$ cat src/rtl/msp430_reset_pkg.sv
// rtl/msp430_reset_pkg.sv - shared types and constants for the MSP430 reset generator
//
// Purpose: state encoding and reset-cause bit positions shared by the reset
// generator and anything that decodes its cause register.
// Ports: none (package).

package msp430_reset_pkg;

  // Sequencer states: drive reset, wait for downstream release, quiescent.
  typedef enum logic [1:0] {
    ASSERT  = 2'd0,
    RELEASE = 2'd1,
    IDLE    = 2'd2
  } rst_state_t;

  // Bit positions inside the sticky cause register {dbg, sw, wdt}.
  localparam int unsigned CAUSE_WDT = 0;
  localparam int unsigned CAUSE_SW  = 1;
  localparam int unsigned CAUSE_DBG = 2;
  localparam int unsigned CAUSE_W   = 3;

endpackage

$ cat src/rtl/msp430_sync_cell.sv
// rtl/msp430_sync_cell.sv - two-flop synchronizer for a single-bit level
//
// Purpose: brings the downstream reset acknowledge level into the clk domain
// before any logic looks at it.
// Ports:
//   clk     - destination clock
//   reset_n - asynchronous active-low reset, clears both stages to 0
//   d_i     - asynchronous input level
//   q_o     - synchronized level, two clk edges of latency

module msp430_sync_cell (
  input  logic clk,
  input  logic reset_n,
  input  logic d_i,
  output logic q_o
);

  logic meta_q;
  logic sync_q;

  always_ff @(posedge clk or negedge reset_n) begin
    if (!reset_n) begin
      meta_q <= 1'b0;
      sync_q <= 1'b0;
    end else begin
      meta_q <= d_i;
      sync_q <= meta_q;
    end
  end

  assign q_o = sync_q;

endmodule

$ cat src/rtl/msp430_reset_gen.sv
// rtl/msp430_reset_gen.sv - reset request merger and assert/release sequencer
//
// Purpose: merges watchdog, software and debug reset requests into one
// registered reset level for the downstream per-domain synchronizers, holds it
// for a minimum time, waits for the downstream domains to acknowledge both
// assertion and release (with a bounded wait), and records the reset cause.
// Parameters:
//   HOLD_CYCLES - minimum number of cycles rst_a_o stays high (>= 1)
//   ACK_TIMEOUT - cycle budget per acknowledge phase (> HOLD_CYCLES)
// Ports:
//   clk           - single clock
//   reset_n       - asynchronous active-low reset
//   wdt_rst_i     - watchdog reset request, one-cycle pulse
//   sw_rst_i      - software reset request, one-cycle pulse
//   dbg_rst_i     - debug reset request, level; holds reset while high
//   rst_ack_i     - downstream synchronized reset level, asynchronous to clk
//   cause_clr_i   - one-cycle pulse clearing cause_o and timeout_err_o
//   rst_a_o       - registered reset request to downstream synchronizers
//   busy_o        - high whenever the sequencer is not idle
//   cause_o       - sticky cause bits {dbg, sw, wdt}; 000 means power-on
//   timeout_err_o - sticky acknowledge-timeout flag

module msp430_reset_gen
  import msp430_reset_pkg::*;
#(
  parameter int unsigned HOLD_CYCLES = 16,
  parameter int unsigned ACK_TIMEOUT = 64
) (
  input  logic               clk,
  input  logic               reset_n,
  input  logic               wdt_rst_i,
  input  logic               sw_rst_i,
  input  logic               dbg_rst_i,
  input  logic               rst_ack_i,
  input  logic               cause_clr_i,
  output logic               rst_a_o,
  output logic               busy_o,
  output logic [CAUSE_W-1:0] cause_o,
  output logic               timeout_err_o
);

  // Both counters share one width; the hold load is always smaller than the
  // timeout load, so it fits.
  localparam int unsigned   CW        = $clog2(ACK_TIMEOUT + 1);
  localparam logic [CW-1:0] HOLD_LOAD = CW'(HOLD_CYCLES);
  localparam logic [CW-1:0] TMO_LOAD  = CW'(ACK_TIMEOUT);
  localparam logic [CW-1:0] CNT_ONE   = CW'(1);

  rst_state_t         state_q, state_d;
  logic [CW-1:0]      hold_q, hold_d, hold_dec;
  logic [CW-1:0]      tmo_q, tmo_d, tmo_dec;
  logic               pend_q, pend_d;
  logic               rst_a_q;
  logic [CAUSE_W-1:0] cause_q, cause_d;
  logic               err_q, err_d;
  logic [CAUSE_W-1:0] req_vec;
  logic               req;
  logic               ack_s;
  logic               err_set;
  logic               tmo_count;
  logic               tmo_hit;

  msp430_sync_cell u_ack_sync (
    .clk     (clk),
    .reset_n (reset_n),
    .d_i     (rst_ack_i),
    .q_o     (ack_s)
  );

  assign req_vec[CAUSE_WDT] = wdt_rst_i;
  assign req_vec[CAUSE_SW]  = sw_rst_i;
  assign req_vec[CAUSE_DBG] = dbg_rst_i;
  assign req                = |req_vec;

  // Saturating decrements: neither counter may wrap below zero.
  assign hold_dec = (hold_q == '0) ? '0 : hold_q - CNT_ONE;
  assign tmo_dec  = (tmo_q == '0) ? '0 : tmo_q - CNT_ONE;

  always_comb begin
    state_d   = state_q;
    hold_d    = hold_q;
    tmo_d     = tmo_q;
    pend_d    = pend_q;
    err_set   = 1'b0;
    tmo_count = 1'b0;
    tmo_hit   = 1'b0;

    unique case (state_q)
      ASSERT: begin
        hold_d = hold_dec;
        // The ack wait is frozen while debug holds reset: debug may keep the
        // system in reset for any length of time without flagging an error.
        tmo_count = !ack_s && !dbg_rst_i;
        if (tmo_count) begin
          tmo_d   = tmo_dec;
          // Once the budget is used up the ack is treated as seen, so a dead
          // downstream domain cannot deadlock the sequencer.
          tmo_hit = (tmo_dec == '0);
        end
        err_set = tmo_hit;
        // Exit is judged on the decremented hold value so the high time is
        // exactly HOLD_CYCLES cycles.
        if ((hold_dec == '0) && (ack_s || tmo_hit) && !dbg_rst_i) begin
          state_d = RELEASE;
          tmo_d   = TMO_LOAD;
        end
      end

      RELEASE: begin
        // A request here must not be lost: remember it and re-enter reset
        // once the release handshake has completed.
        if (req) begin
          pend_d = 1'b1;
        end
        if (!ack_s) begin
          state_d = IDLE;
        end else begin
          tmo_d = tmo_dec;
          if (tmo_dec == '0) begin
            err_set = 1'b1;
            state_d = IDLE;
          end
        end
      end

      IDLE: begin
        if (req || pend_q) begin
          state_d = ASSERT;
          hold_d  = HOLD_LOAD;
          tmo_d   = TMO_LOAD;
          pend_d  = 1'b0;
        end
      end

      default: begin
        state_d = ASSERT;
      end
    endcase

    // Set wins over clear in the same cycle.
    cause_d = (cause_clr_i ? '0 : cause_q) | req_vec;
    err_d   = (cause_clr_i ? 1'b0 : err_q) | err_set;
  end

  always_ff @(posedge clk or negedge reset_n) begin
    if (!reset_n) begin
      state_q <= ASSERT;
      hold_q  <= HOLD_LOAD;
      tmo_q   <= TMO_LOAD;
      pend_q  <= 1'b0;
      rst_a_q <= 1'b1;
      cause_q <= '0;
      err_q   <= 1'b0;
    end else begin
      state_q <= state_d;
      hold_q  <= hold_d;
      tmo_q   <= tmo_d;
      pend_q  <= pend_d;
      // Registered from the next state so the output changes on the same
      // edge as the state and is glitch-free towards the async reset inputs.
      rst_a_q <= (state_d == ASSERT);
      cause_q <= cause_d;
      err_q   <= err_d;
    end
  end

  assign rst_a_o       = rst_a_q;
  assign busy_o        = (state_q != IDLE);
  assign cause_o       = cause_q;
  assign timeout_err_o = err_q;

endmodule
$ cat config.mk
export PLATFORM = sky130hd
export DESIGN_NAME = msp430_reset_gen
export DESIGN_NICKNAME = d
export VERILOG_FILES = /design/src/rtl/msp430_reset_pkg.sv /design/src/rtl/msp430_sync_cell.sv /design/src/rtl/msp430_reset_gen.sv
export SDC_FILE = /design/constraint.sdc
export NUM_CORES = 1
export LEC_CHECK = 0
export BUFFER_PORTS_ARGS = -buffer_cell sky130_fd_sc_hd__buf_2
export CORE_MARGIN = 3
export CORE_UTILIZATION = 50
export DETAILED_ROUTE_END_ITERATION = 12
export PLACE_DENSITY_LB_ADDON = 0.12
export SKIP_LAST_GASP = 1
export SYNTH_ARGS = -nofsm -noshare
export SYNTH_HDL_FRONTEND = slang
export SYNTH_SLANG_ARGS = --single-unit
$ cat constraint.sdc
create_clock -name clk -period 5 [get_ports clk]
set_input_delay 0 -clock clk [delete_from_list [all_inputs] [get_ports clk]]
set_output_delay 0 -clock clk [all_outputs]
set_load 0.02 [all_outputs]
==> summary.md, run 1 <==
| Metric | Value |
|---|---|
| DR pass1 iterations | `4` |
| CP endpoint kind | `flop` |
| R2r setup slk | `2.43 ns` |
| Avg Inst Size Synth | `9.73 um^2` |
| N_diodes | `0` |
| Number of global-route vias before repair | `1191` |
| Lkg Pwr | `0.723 nW` |
| Footprint of the multi-input gates | `856 um^2` |
| Clock skew | `0.00196 ns` |
| Post-DP Area | `1600 um^2` |
| Storage cell area | `604 um^2` |
| Die Width | `61.1 um` |
| Pin count of the biggest net entering global routing | `25` |
| Post-route ant nets | `0` |
| CP max FO | `7` |
| H-tree depth | `1` |
| Per-cell routed wire length | `14.9 um` |
| Post-CTS Setup Bufs | `0` |
| Clk buf depth | `2` |
| Post-CTS Resized | `0` |
| Drt initial violations | `37` |
| Die area | `3730 um^2` |
| Post-synth EDFFs | `0` |
| Clk sinks | `24` |
| Routed vias/inst | `5.91` |
| Sw Pwr | `0.372 mW` |
| Worst VDD drop | `0.000226 V` |
| Worst skew pair latency | `0.32 ns` |
| Worst-path clk slew | `0.13 ns` |
| Crit. Startpoint | `tmo_q[0]$_DFFE_PN0P_` |
| Die H | `61.1 um` |
| Seq/Total Area, Yosys | `39.8%` |
| Post-Route WL | `3080 um` |
| Synth area leader | `dfrtp_1` |
| Post-route cell area | `1710 um^2` |
| Worst slew margin | `55.0%` |
| Most frequent cells after synthesis | `dfrtp_1, inv_1, nand2_1, nor2_1, o21ai_0` |
| Num rows | `19` |
| Initial Util | `53.6%` |
| Crit path launch type | `flop` |
| CTS Hold Bufs | `7` |
| Mapped Nets | `170` |
| Worst hold path class | `primary input to async pin` |
| Synth Flop Type | `dfrtp_1` |
| RR Endpoint | `tmo_q[2]$_DFFE_PN0P_` |
| Req. time, crit path | `5.22 ns` |
| Detailed Place HPWL | `2170 um` |
| Worst setup path class | `flop to flop` |
| Sw frac | `42.4%` |
| Reg2Reg Depth | `8` |
| Worst r2r src | `tmo_q[0]$_DFFE_PN0P_` |
| Vias | `1218` |
| Least-Margin Pin Slew | `0.674 ns` |
| Pint | `0.506 mW` |
| Remaining global-route overflow | `0` |
| CTS Root Buffer Type | `clkbuf_4` |
| CTS tree | `done` |
| Layout Cells excl Fill | `206` |
| Area fraction of the dominant cell type after synthesis | `34.6%` |
| Area contributors post-synth | `dfrtp_1, ha_1, dfstp_2, o21ai_0, a21oi_1` |
| Synthesis-to-finish area growth | `12.4%` |
| Total core area | `2830 um^2` |
| DRC | `0` |
| First-pass GRT wire length | `5240 um` |
| Hold slack | `0.171 ns` |
| Total GRT Usage | `18.6%` |
| Comb power frac | `48.1%` |
| Fillers | `220` |
| Pwr/cell area | `515 nW/um^2` |
| Status | `finished clean` |
| Unrepaired setup endpoints after global routing | `false` |
| Port bufs | `12` |
| Count leader, synth | `dfrtp_1` |
| Placed cells | `195` |
| Arr. time, crit path | `2.80 ns` |
| Antenna violations before repair | `0` |
| Final Slew Violations | `0` |
| Setup TNS | `0 ns` |
| Tcrit/Tclk final | `51.4%` |
| Final Wtd Congestion | `0.866` |
| Flop pwr share | `39.9%` |
| FFs w/ async S/R, synth | `100%` |
| Clk pwr share | `12.0%` |
| Library cells used by synthesis | `56` |
| Final net count | `190` |
| CTS Buf Count | `3` |
| Yosys reg bits | `24` |
| Peak Freq | `389 MHz` |
| Max_cap viols | `0` |
| Share of cells above drive strength 1 | `20.0%` |
| Area of the mapped netlist | `1520 um^2` |
| Post-Syn Instances | `156` |
| Final setup violation count | `0` |
| Top Ports | `13` |
| End point of the critical path | `tmo_q[2]$_DFFE_PN0P_` |
| Yosys warns | `0` |
| Hold Violations, Final | `0` |
| Min Tclk post-route | `2.57 ns` |
| Tot Pwr | `0.878 mW` |
==> power groups by stage <==
stage	logic [mW]	registers, mW	clock network [mW]
after floorplan	0.347	0.331	0
after global placement	0.411	0.349	0
after detailed placement	0.414	0.351	0
after CTS	0.422	0.348	0.110
after global routing	0.472	0.360	0.118
final	0.422	0.351	0.105
==> worst max-delay path, stage by stage, from the launching register on <==
cell and delay, ns:
dfrtp_1 0.43, inv_1 0.13, ha_1 0.27, or3b_4 0.45, nor3_4 0.23, a21oi_2 0.12
a211oi_4 0.42, nor4_4 0.11, a221o_1 0.30
==> layer usage <==
metal,GRT usage [%],up-vias,part of all wire (%)
met3,2.31,4,2.9
li1,-,608,-
met4,7.43,0,1.1
met5,0,-,0
met2,31.0,21,47
met1,24.5,585,49
==> registers in the layout, summed over array words and instances, names as in the netlist <==
signal	flops
u_ack_sync.q_o	1
timeout_err_o	1
hold_q	7
tmo_q	7
pend_q	1
state_q	2
cause_o	3
rst_a_o	1
u_ack_sync.meta_q	1
==> cell type report <==
class / instances / share of cell area, %
clock buffers: 4 / 2.13
inverters: 11 / 2.42
multi-input cells: 117 / 50.1
flip-flops and latches: 24 / 35.4
well taps: 31 / 2.27
repair buffers: 19 / 7.62
==> how the worst min path moves through the flow <==
stage                        from                     to  cells after the start
after floorplan           reset_n   cause_o[0]$_DFF_PN0_                      0
after global placement    reset_n  hold_q[3]$_DFFE_PN0P_                      1
after detailed placement  reset_n  hold_q[5]$_DFFE_PN0P_                      1
after CTS                 reset_n  hold_q[5]$_DFFE_PN0P_                      2
after global routing      reset_n  hold_q[5]$_DFFE_PN0P_                      2
final                     reset_n   tmo_q[0]$_DFFE_PN0P_                      2
==> cell usage in the layout (no fill, tap or decap), types with 2 or more instances in the layout <==
cell,n
o31ai_1,3
o2bb2ai_1,2
nor2b_1,2
o21ai_0,11
dlygate4sd3_1,7
nor3_1,4
a22o_1,2
or3_1,2
buf_2,12
dfrtp_1,21
nor3b_1,2
a21o_1,5
o22ai_1,2
or2_2,2
ha_1,7
o211ai_1,2
clkbuf_4,3
nand2b_1,4
nand2_1,11
o21ai_1,2
dfstp_2,3
nor2_1,11
a21oi_1,9
inv_1,11
nor4b_1,2
==> kinds of logic (layout without fill, tap and decap cells) <==
kind of cell / Yosys count / count (layout) / share of synthesized area, %
multiplexers: 1 / 1 / 0.989
flip-flops: 24 / 24 / 39.8
buffers and inverters: 15 / 34 / 3.79
XOR/XNOR: 2 / 2 / 1.15
adder cells (fa/ha/maj): 7 / 7 / 5.77
AND/OR/NAND/NOR: 56 / 56 / 23.8
AO/OA/AOI/OAI: 51 / 51 / 24.7
==> per-stage QoR <==
stage	utilization (%)	setup WS, ns
after floorplan	-	2.69
after global placement	56.6	2.55
after detailed placement	56.6	2.49
after CTS	60.3	2.46
after global routing	60.3	2.30
final	60.3	2.43
Note: power is estimated with default switching activity, not from simulation.
==> run 2: changes to the inputs <==
Settings changed: ABC_AREA set to 1.
Clock period 5 ns to 2.5 ns, I/O delays scaled along.
==> run 2 against run 1 <==
Sequential cell count is the same. Die area grew 0.36%. Clock skew grew 0.011 ns. Register-to-register slack lost 2.2 ns. Non-clock buffer count grew 2.
==> summary.md, run 2 <==
| Metric | Value |
|---|---|
| Status | `finished clean` |
| Yosys warns | `0 (unchanged)` |
| Crit-path max cell delay | `0.41 ns (-0.04 ns)` |
| Mapped Nets | `218 (+28%)` |
| CTS Root Buffer Type | `clkbuf_4` |
| R2r setup slk | `0.20 ns (-2.23 ns)` |
| Req. time, crit path | `2.72 ns (-2.50 ns)` |
| Synth area leader | `dfrtp_1` |
| Peak Freq | `435 MHz (+12%)` |
| Final net count | `243 (+28%)` |
| Initial Util | `53.9% (+0.22 points)` |
| Final setup violation count | `0 (unchanged)` |
| Sw Pwr | `1.19 mW (+220%)` |
| Worst r2r src | `tmo_q[0]$_DFFE_PN0P_` |
| Most frequent cells after synthesis | `nand2_1, inv_1, dfrtp_1` |
| Drt initial violations | `89 (+140%)` |
| Worst skew pair latency | `0.33 ns (about the same)` |
| Detailed Place HPWL | `2350 um (+8.2%)` |
| Synthesis-to-finish area growth | `15.1%` |
| Num rows | `19 (unchanged)` |
| Slowest CP cell | `dfrtp_1` |
| Arr. time, crit path | `2.52 ns (-0.28 ns)` |
| Worst-path clk slew | `0.14 ns (about the same)` |
| Library cells used by synthesis | `26 (-54%)` |
| Avg Inst Size Synth | `7.47 um^2 (-23%)` |
| Post-Route WL | `3360 um (+9.2%)` |
| Comb power frac | `60.2% (+12 points)` |
| Flop pwr share | `28.0% (-12 points)` |
| Commonest non-fill, non-tap cell in the layout | `nand2_1` |
| Clk pwr share | `11.9% (about the same)` |
| Synth Flop Type | `dfrtp_1` |
| Pin count of the biggest net entering global routing | `25 (unchanged)` |
| CTS tree | `done` |
| Hold slack | `0.158 ns (-0.0129 ns)` |
| Area of the mapped netlist | `1520 um^2 (+0.41%)` |
| Antenna violations before repair | `0 (unchanged)` |
| Worst setup path class | `flop to flop` |
| Routed vias/inst | `5.62 (-5.0%)` |
| Seq/Total Area, Yosys | `39.7% (-0.16 points)` |
| Die Width | `61.2 um (+0.18%)` |
| Per-cell routed wire length | `13.0 um (-13%)` |
| Die H | `61.2 um (+0.18%)` |
| First-pass GRT wire length | `5980 um (+14%)` |
| Crit path launch type | `flop` |
| Post-Syn Instances | `204 (+31%)` |
| Area contributors post-synth | `dfrtp_1, nand2_1, inv_1, nand3_1, ha_1` |
| Port bufs | `12 (unchanged)` |
| DRC | `0 (unchanged)` |
| Setup TNS | `0 ns (unchanged)` |
| Tot Pwr | `2.42 mW (+180%)` |
| Least-Margin Pin Slew | `0.657 ns (-0.0175 ns)` |
| Clock skew | `0.0129 ns (+0.0109 ns)` |
| Most frequent cells in the layout | `nand2_1, inv_1, dfrtp_1, nor2_1, nand3_1` |
| Lkg Pwr | `0.946 nW (+31%)` |
| N_diodes | `0 (unchanged)` |
| Max_cap viols | `0 (unchanged)` |
| Min Tclk post-route | `2.30 ns (-0.273 ns)` |
| Yosys reg bits | `24 (unchanged)` |
| Final Slew Violations | `0 (unchanged)` |
| Cell Chain, Critical Path | `inv_1, ha_1, inv_2, nor2_1, nand3_2, nand3_1, nand2_1, nor2_2, nand3_2, nand2_2, nand2_2, nand2_2, nand2_2, nand2_1, o21ai_2` |
| Post-synth EDFFs | `0 (unchanged)` |
| CP endpoint kind | `flop` |
| Total GRT Usage | `21.3% (+2.6 points)` |
| Pint | `1.22 mW (+140%)` |
| Remaining global-route overflow | `0 (unchanged)` |
| Pwr/cell area | `1380 nW/um^2 (+170%)` |
| CTS Hold Bufs | `9 (+2)` |
| Placed cells | `246 (+26%)` |
| Sw frac | `49.4% (+7.1 points)` |
| Unrepaired setup endpoints after global routing | `false` |
| RR Endpoint | `tmo_q[5]$_DFFE_PN0P_` |
| Clk buf depth | `2 (unchanged)` |
| Final Wtd Congestion | `0.881 (+1.7%)` |
| Top Ports | `13 (unchanged)` |
| Reg2Reg Depth | `15 (+7)` |
| Worst hold path class | `primary input to async pin` |
| Crit path buffers/inverters | `2 (+1)` |
| DR pass1 iterations | `4 (unchanged)` |
| FFs w/ async S/R, synth | `100% (unchanged)` |
| Area fraction of the dominant cell type after synthesis | `34.5% (-0.14 points)` |
| Count leader, synth | `nand2_1` |
| Number of global-route vias before repair | `1460 (+23%)` |
| Tcrit/Tclk final | `91.9% (+41 points)` |
| Total core area | `2830 um^2 (unchanged)` |
| Worst VDD drop | `0.000797 V (+250%)` |
| Post-CTS Setup Bufs | `0 (unchanged)` |
| Crit path top cell by count | `nand2_2` |
| H-tree depth | `1 (unchanged)` |
| Layout Cells excl Fill | `259 (+26%)` |
| Clk sinks | `24 (unchanged)` |
| Worst slew margin | `56.2% (+1.3 points)` |
| Hold Violations, Final | `0 (unchanged)` |
| Die area | `3750 um^2 (+0.36%)` |
| Vias | `1455 (+19%)` |
| CP max FO | `13 (+6)` |
| CTS Buf Count | `3 (unchanged)` |
| Post-route ant nets | `0 (unchanged)` |
| Crit-path leading delay family | `simple AND/OR/NAND/NOR gates` |
| Share of cells above drive strength 1 | `17.1% (-2.9 points)` |
| Post-CTS Resized | `0 (unchanged)` |
-- run 2: worst max path at each step --
| stage | start | to | slack (ns) | cells past startpoint |
|---|---|---|---|---|
| after floorplan | tmo_q[0]$_DFFE_PN0P_ | tmo_q[3]$_DFFE_PN0P_ | 0.52 | 16 |
| after detailed placement | tmo_q[0]$_DFFE_PN0P_ | tmo_q[4]$_DFFE_PN0P_ | 0.26 | 15 |
| after CTS | tmo_q[0]$_DFFE_PN0P_ | tmo_q[5]$_DFFE_PN0P_ | 0.22 | 15 |
| final | tmo_q[0]$_DFFE_PN0P_ | tmo_q[5]$_DFFE_PN0P_ | 0.20 | 15 |
| after global routing | tmo_q[0]$_DFFE_PN0P_ | tmo_q[5]$_DFFE_PN0P_ | 0.005 | 15 |
| after global placement | tmo_q[0]$_DFFE_PN0P_ | tmo_q[0]$_DFFE_PN0P_ | 0.37 | 15 |
-- run 2: cell families (layout without fill, tap and decap cells) --
logic type,after synthesis,in the layout,synth area share (%)
AND/OR/NAND/NOR,107,107,32.2
buffers and inverters,37,61,9.61
AO/OA/AOI/OAI,28,28,12.2
flip-flops,24,24,39.7
adder cells (fa/ha/maj),7,7,5.75
XOR/XNOR,1,1,0.575
-- run 2: metrics by stage --
stage	utilization (%)	worst slack, ns	instance area (um^2)
2_1_floorplan	-	0.518	1520
3_3_place_gp	57.0	0.368	1610
3_5_place_dp	57.0	0.257	1610
4_1_cts	62.0	0.217	1750
5_1_grt	62.0	0.00537	1750
6_report	62.0	0.202	1750
-- run 2: final cells by class --
class | count | area [um^2]
Clock buffer | 3 | 22.5
Clock inverter | 1 | 30.0
Fill cell | 249 | 1070
Inverter | 36 | 135
Multi-Input combinational cell | 143 | 773
Sequential cell | 24 | 604
Tap cell | 31 | 38.8
Timing Repair Buffer | 21 | 150
-- run 2: metal layers --
metal,GRT usage [%],vias up,share of wire (%)
met5,0,-,0
met4,9.91,0,1.5
met3,3.14,6,4.1
met2,36.4,44,50
met1,26.2,707,44
li1,-,698,-
-- run 2: power groups by stage --
stage	clock [mW]	sequential (mW)	combinational [mW]
floorplan	0	0.661	1.18
global placement	0	0.673	1.38
detailed placement	0	0.681	1.42
CTS	0.298	0.672	1.44
global route	0.312	0.692	1.67
finish	0.287	0.675	1.45
==> run 3: changes to the inputs <==
==> constraint.sdc (replaced) <==
create_clock -name clk -period 2.5 [get_ports clk]
set_input_delay 0.375 -clock clk [delete_from_list [all_inputs] [get_ports clk]]
set_output_delay 0.375 -clock clk [all_outputs]
set_load 0.02 [all_outputs]
==> run 3 against run 2 <==
Via count decreased by 3.8%. Clock power hardly changed. Die area did not move. Wire length is 6.3% lower. Non-clock buffer count down 9. Sequential share of layout area up 1.9 points. Maximum frequency barely moved. Register-to-register slack barely moved. Power is 0.50% lower. Global-route usage fell by 1.3 points.
==> summary.md, run 3 (same netlist as run 2, synthesis figures left out) <==
| Metric | Value |
|---|---|
| Total core area | `2830 um^2 (unchanged)` |
| Worst setup path class | `flop to flop` |
| Top Ports | `13 (unchanged)` |
| DR pass1 iterations | `4 (unchanged)` |
| Post-route ant nets | `0 (unchanged)` |
| Sw Pwr | `1.19 mW (-0.16%)` |
| Layout Cells excl Fill | `250 (-3.5%)` |
| Vias | `1399 (-3.8%)` |
| Final setup violation count | `0 (unchanged)` |
| Worst VDD drop | `0.000800 V (+0.33%)` |
| Slowest CP cell | `dfrtp_1` |
| Crit-path max cell delay | `0.40 ns (about the same)` |
| Most frequent cells in the layout | `nand2_1, inv_1, dfrtp_1, nor2_1, nand3_1` |
| Least-Margin Pin Slew | `0.656 ns (-0.00120 ns)` |
| Crit path buffers/inverters | `2 (unchanged)` |
| Die H | `61.2 um (unchanged)` |
| CTS Buf Count | `3 (unchanged)` |
| CTS tree | `done` |
| CP endpoint kind | `flop` |
| Peak Freq | `435 MHz (about the same)` |
| Detailed Place HPWL | `2350 um (unchanged)` |
| Tcrit/Tclk final | `92.0% (about the same)` |
| Remaining global-route overflow | `0 (unchanged)` |
| CTS Hold Bufs | `0 (-9)` |
| Final Slew Violations | `0 (unchanged)` |
| Die area | `3750 um^2 (unchanged)` |
| Max_cap viols | `0 (unchanged)` |
| DRC | `0 (unchanged)` |
| Final net count | `234 (-3.7%)` |
| Post-CTS Resized | `0 (unchanged)` |
| Status | `finished clean` |
| Per-cell routed wire length | `12.6 um (-2.9%)` |
| Sw frac | `49.6% (+0.17 points)` |
| Total GRT Usage | `19.9% (-1.3 points)` |
| Worst skew pair latency | `0.33 ns (about the same)` |
| Crit path top cell by count | `nand2_2` |
| First-pass GRT wire length | `5680 um (-5.0%)` |
| Hold Violations, Final | `0 (unchanged)` |
| H-tree depth | `1 (unchanged)` |
| Worst slew margin | `56.3% (+0.080 points)` |
| Final Wtd Congestion | `0.881 (unchanged)` |
| Fillers | `261 (+4.8%)` |
| Arr. time, crit path | `2.52 ns (about the same)` |
| Worst-path clk slew | `0.14 ns (about the same)` |
| Number of global-route vias before repair | `1401 (-4.0%)` |
| Num rows | `19 (unchanged)` |
| Drt initial violations | `105 (+18%)` |
| Lkg Pwr | `0.912 nW (-3.7%)` |
| Commonest non-fill, non-tap cell in the layout | `nand2_1` |
| Placed cells | `246 (unchanged)` |
| Routed vias/inst | `5.60 (-0.39%)` |
| Footprint of the multi-input gates | `773 um^2 (unchanged)` |
| Crit-path leading delay family | `simple AND/OR/NAND/NOR gates` |
| Min Tclk post-route | `2.30 ns (+0.00111 ns)` |
| Worst hold path class | `primary input to async pin` |
| Clk pwr share | `11.9% (about the same)` |
| Clk sinks | `24 (unchanged)` |
| Clk buf depth | `2 (unchanged)` |
| R2r setup slk | `0.20 ns (about the same)` |
| Pwr/cell area | `1440 nW/um^2 (+4.9%)` |
| Req. time, crit path | `2.72 ns (about the same)` |
| N_diodes | `0 (unchanged)` |
| Post-Route WL | `3150 um (-6.3%)` |
| Synthesis-to-finish area growth | `9.20%` |
| Die Width | `61.2 um (unchanged)` |
| Comb power frac | `60.0% (-0.2 points)` |
| Pin count of the biggest net entering global routing | `25 (unchanged)` |
| Crit path launch type | `flop` |
| Cell Chain, Critical Path | `inv_1, ha_1, inv_2, nor2_1, nand3_2, nand3_1, nand2_1, nor2_2, nand3_2, nand2_2, nand2_2, nand2_2, nand2_2, nand2_1, o21ai_2` |
| Unrepaired setup endpoints after global routing | `false` |
| Share of cells above drive strength 1 | `17.8% (+0.70 points)` |
| CTS Root Buffer Type | `clkbuf_4` |
| Initial Util | `53.9% (unchanged)` |
| Clock skew | `0.0106 ns (-0.00232 ns)` |
| Flop pwr share | `28.1% (about the same)` |
| Port bufs | `12 (unchanged)` |
| CP max FO | `13 (unchanged)` |
| Storage cell area | `604 um^2 (unchanged)` |
| Setup TNS | `0 ns (unchanged)` |
| Pint | `1.21 mW (-0.84%)` |
| Antenna violations before repair | `0 (unchanged)` |
| Post-CTS Setup Bufs | `0 (unchanged)` |
run 3: changes by cell type in the layout (fill, tap and decap cells not counted), sizes merged:
cell         before  now
dlygate4sd3       9    0
run 3: area by class of cell:
| type | instances | share of cell area [%] |
|---|---|---|
| clock buffer | 3 | 1.35 |
| clock inverter | 1 | 1.80 |
| inverter | 36 | 8.12 |
| multi-input combinational | 143 | 46.5 |
| sequential | 24 | 36.3 |
| tap | 31 | 2.33 |
| timing repair buffer | 12 | 3.61 |
run 3: final timing paths:
path,startpoint,to,cells after the start
worst min-delay path,reset_n,hold_q[2]$_DFFE_PN0P_,1
worst max register to register,tmo_q[0]$_DFFE_PN0P_,tmo_q[5]$_DFFE_PN0P_,15
worst max-delay path,tmo_q[0]$_DFFE_PN0P_,tmo_q[5]$_DFFE_PN0P_,15
max in group asynchronous,reset_n,tmo_q[6]$_DFFE_PN1P_,1
worst min register to register,u_ack_sync.meta_q$_DFF_PN0_,u_ack_sync.q_o$_DFF_PN0_,0
min in group clk,rst_ack_i,u_ack_sync.meta_q$_DFF_PN0_,1
run 3: power groups by stage:
stage          clock network [mW]  registers, mW  logic (mW)
4_1_cts                     0.298          0.672        1.43
2_1_floorplan                   0          0.661        1.18
5_1_grt                     0.312          0.692        1.66
6_report                    0.286          0.675        1.44
3_3_place_gp                    0          0.673        1.38
3_5_place_dp                    0          0.681        1.42
run 3: stage by stage:
step	worst slack, ns	instance area, um^2	total power, mW	utilization [%]	hold WS (ns)
after detailed placement	0.257	1610	2.10	57.0	0.337
after floorplan	0.518	1520	1.84	-	0.0794
final	0.201	1660	2.40	58.8	0.00122
after global placement	0.368	1610	2.05	57.0	0.336
after global routing	0.00537	1660	2.66	58.8	0.0198
after CTS	0.217	1660	2.40	58.8	0.0158
run 3: routing by layer:
metal	track usage, %	up-vias	wire length (um)
met4	8.98	0	32
li1	-	682	-
met1	25.7	678	1510
met3	2.73	4	108
met5	0	-	0
met2	33.2	35	1500
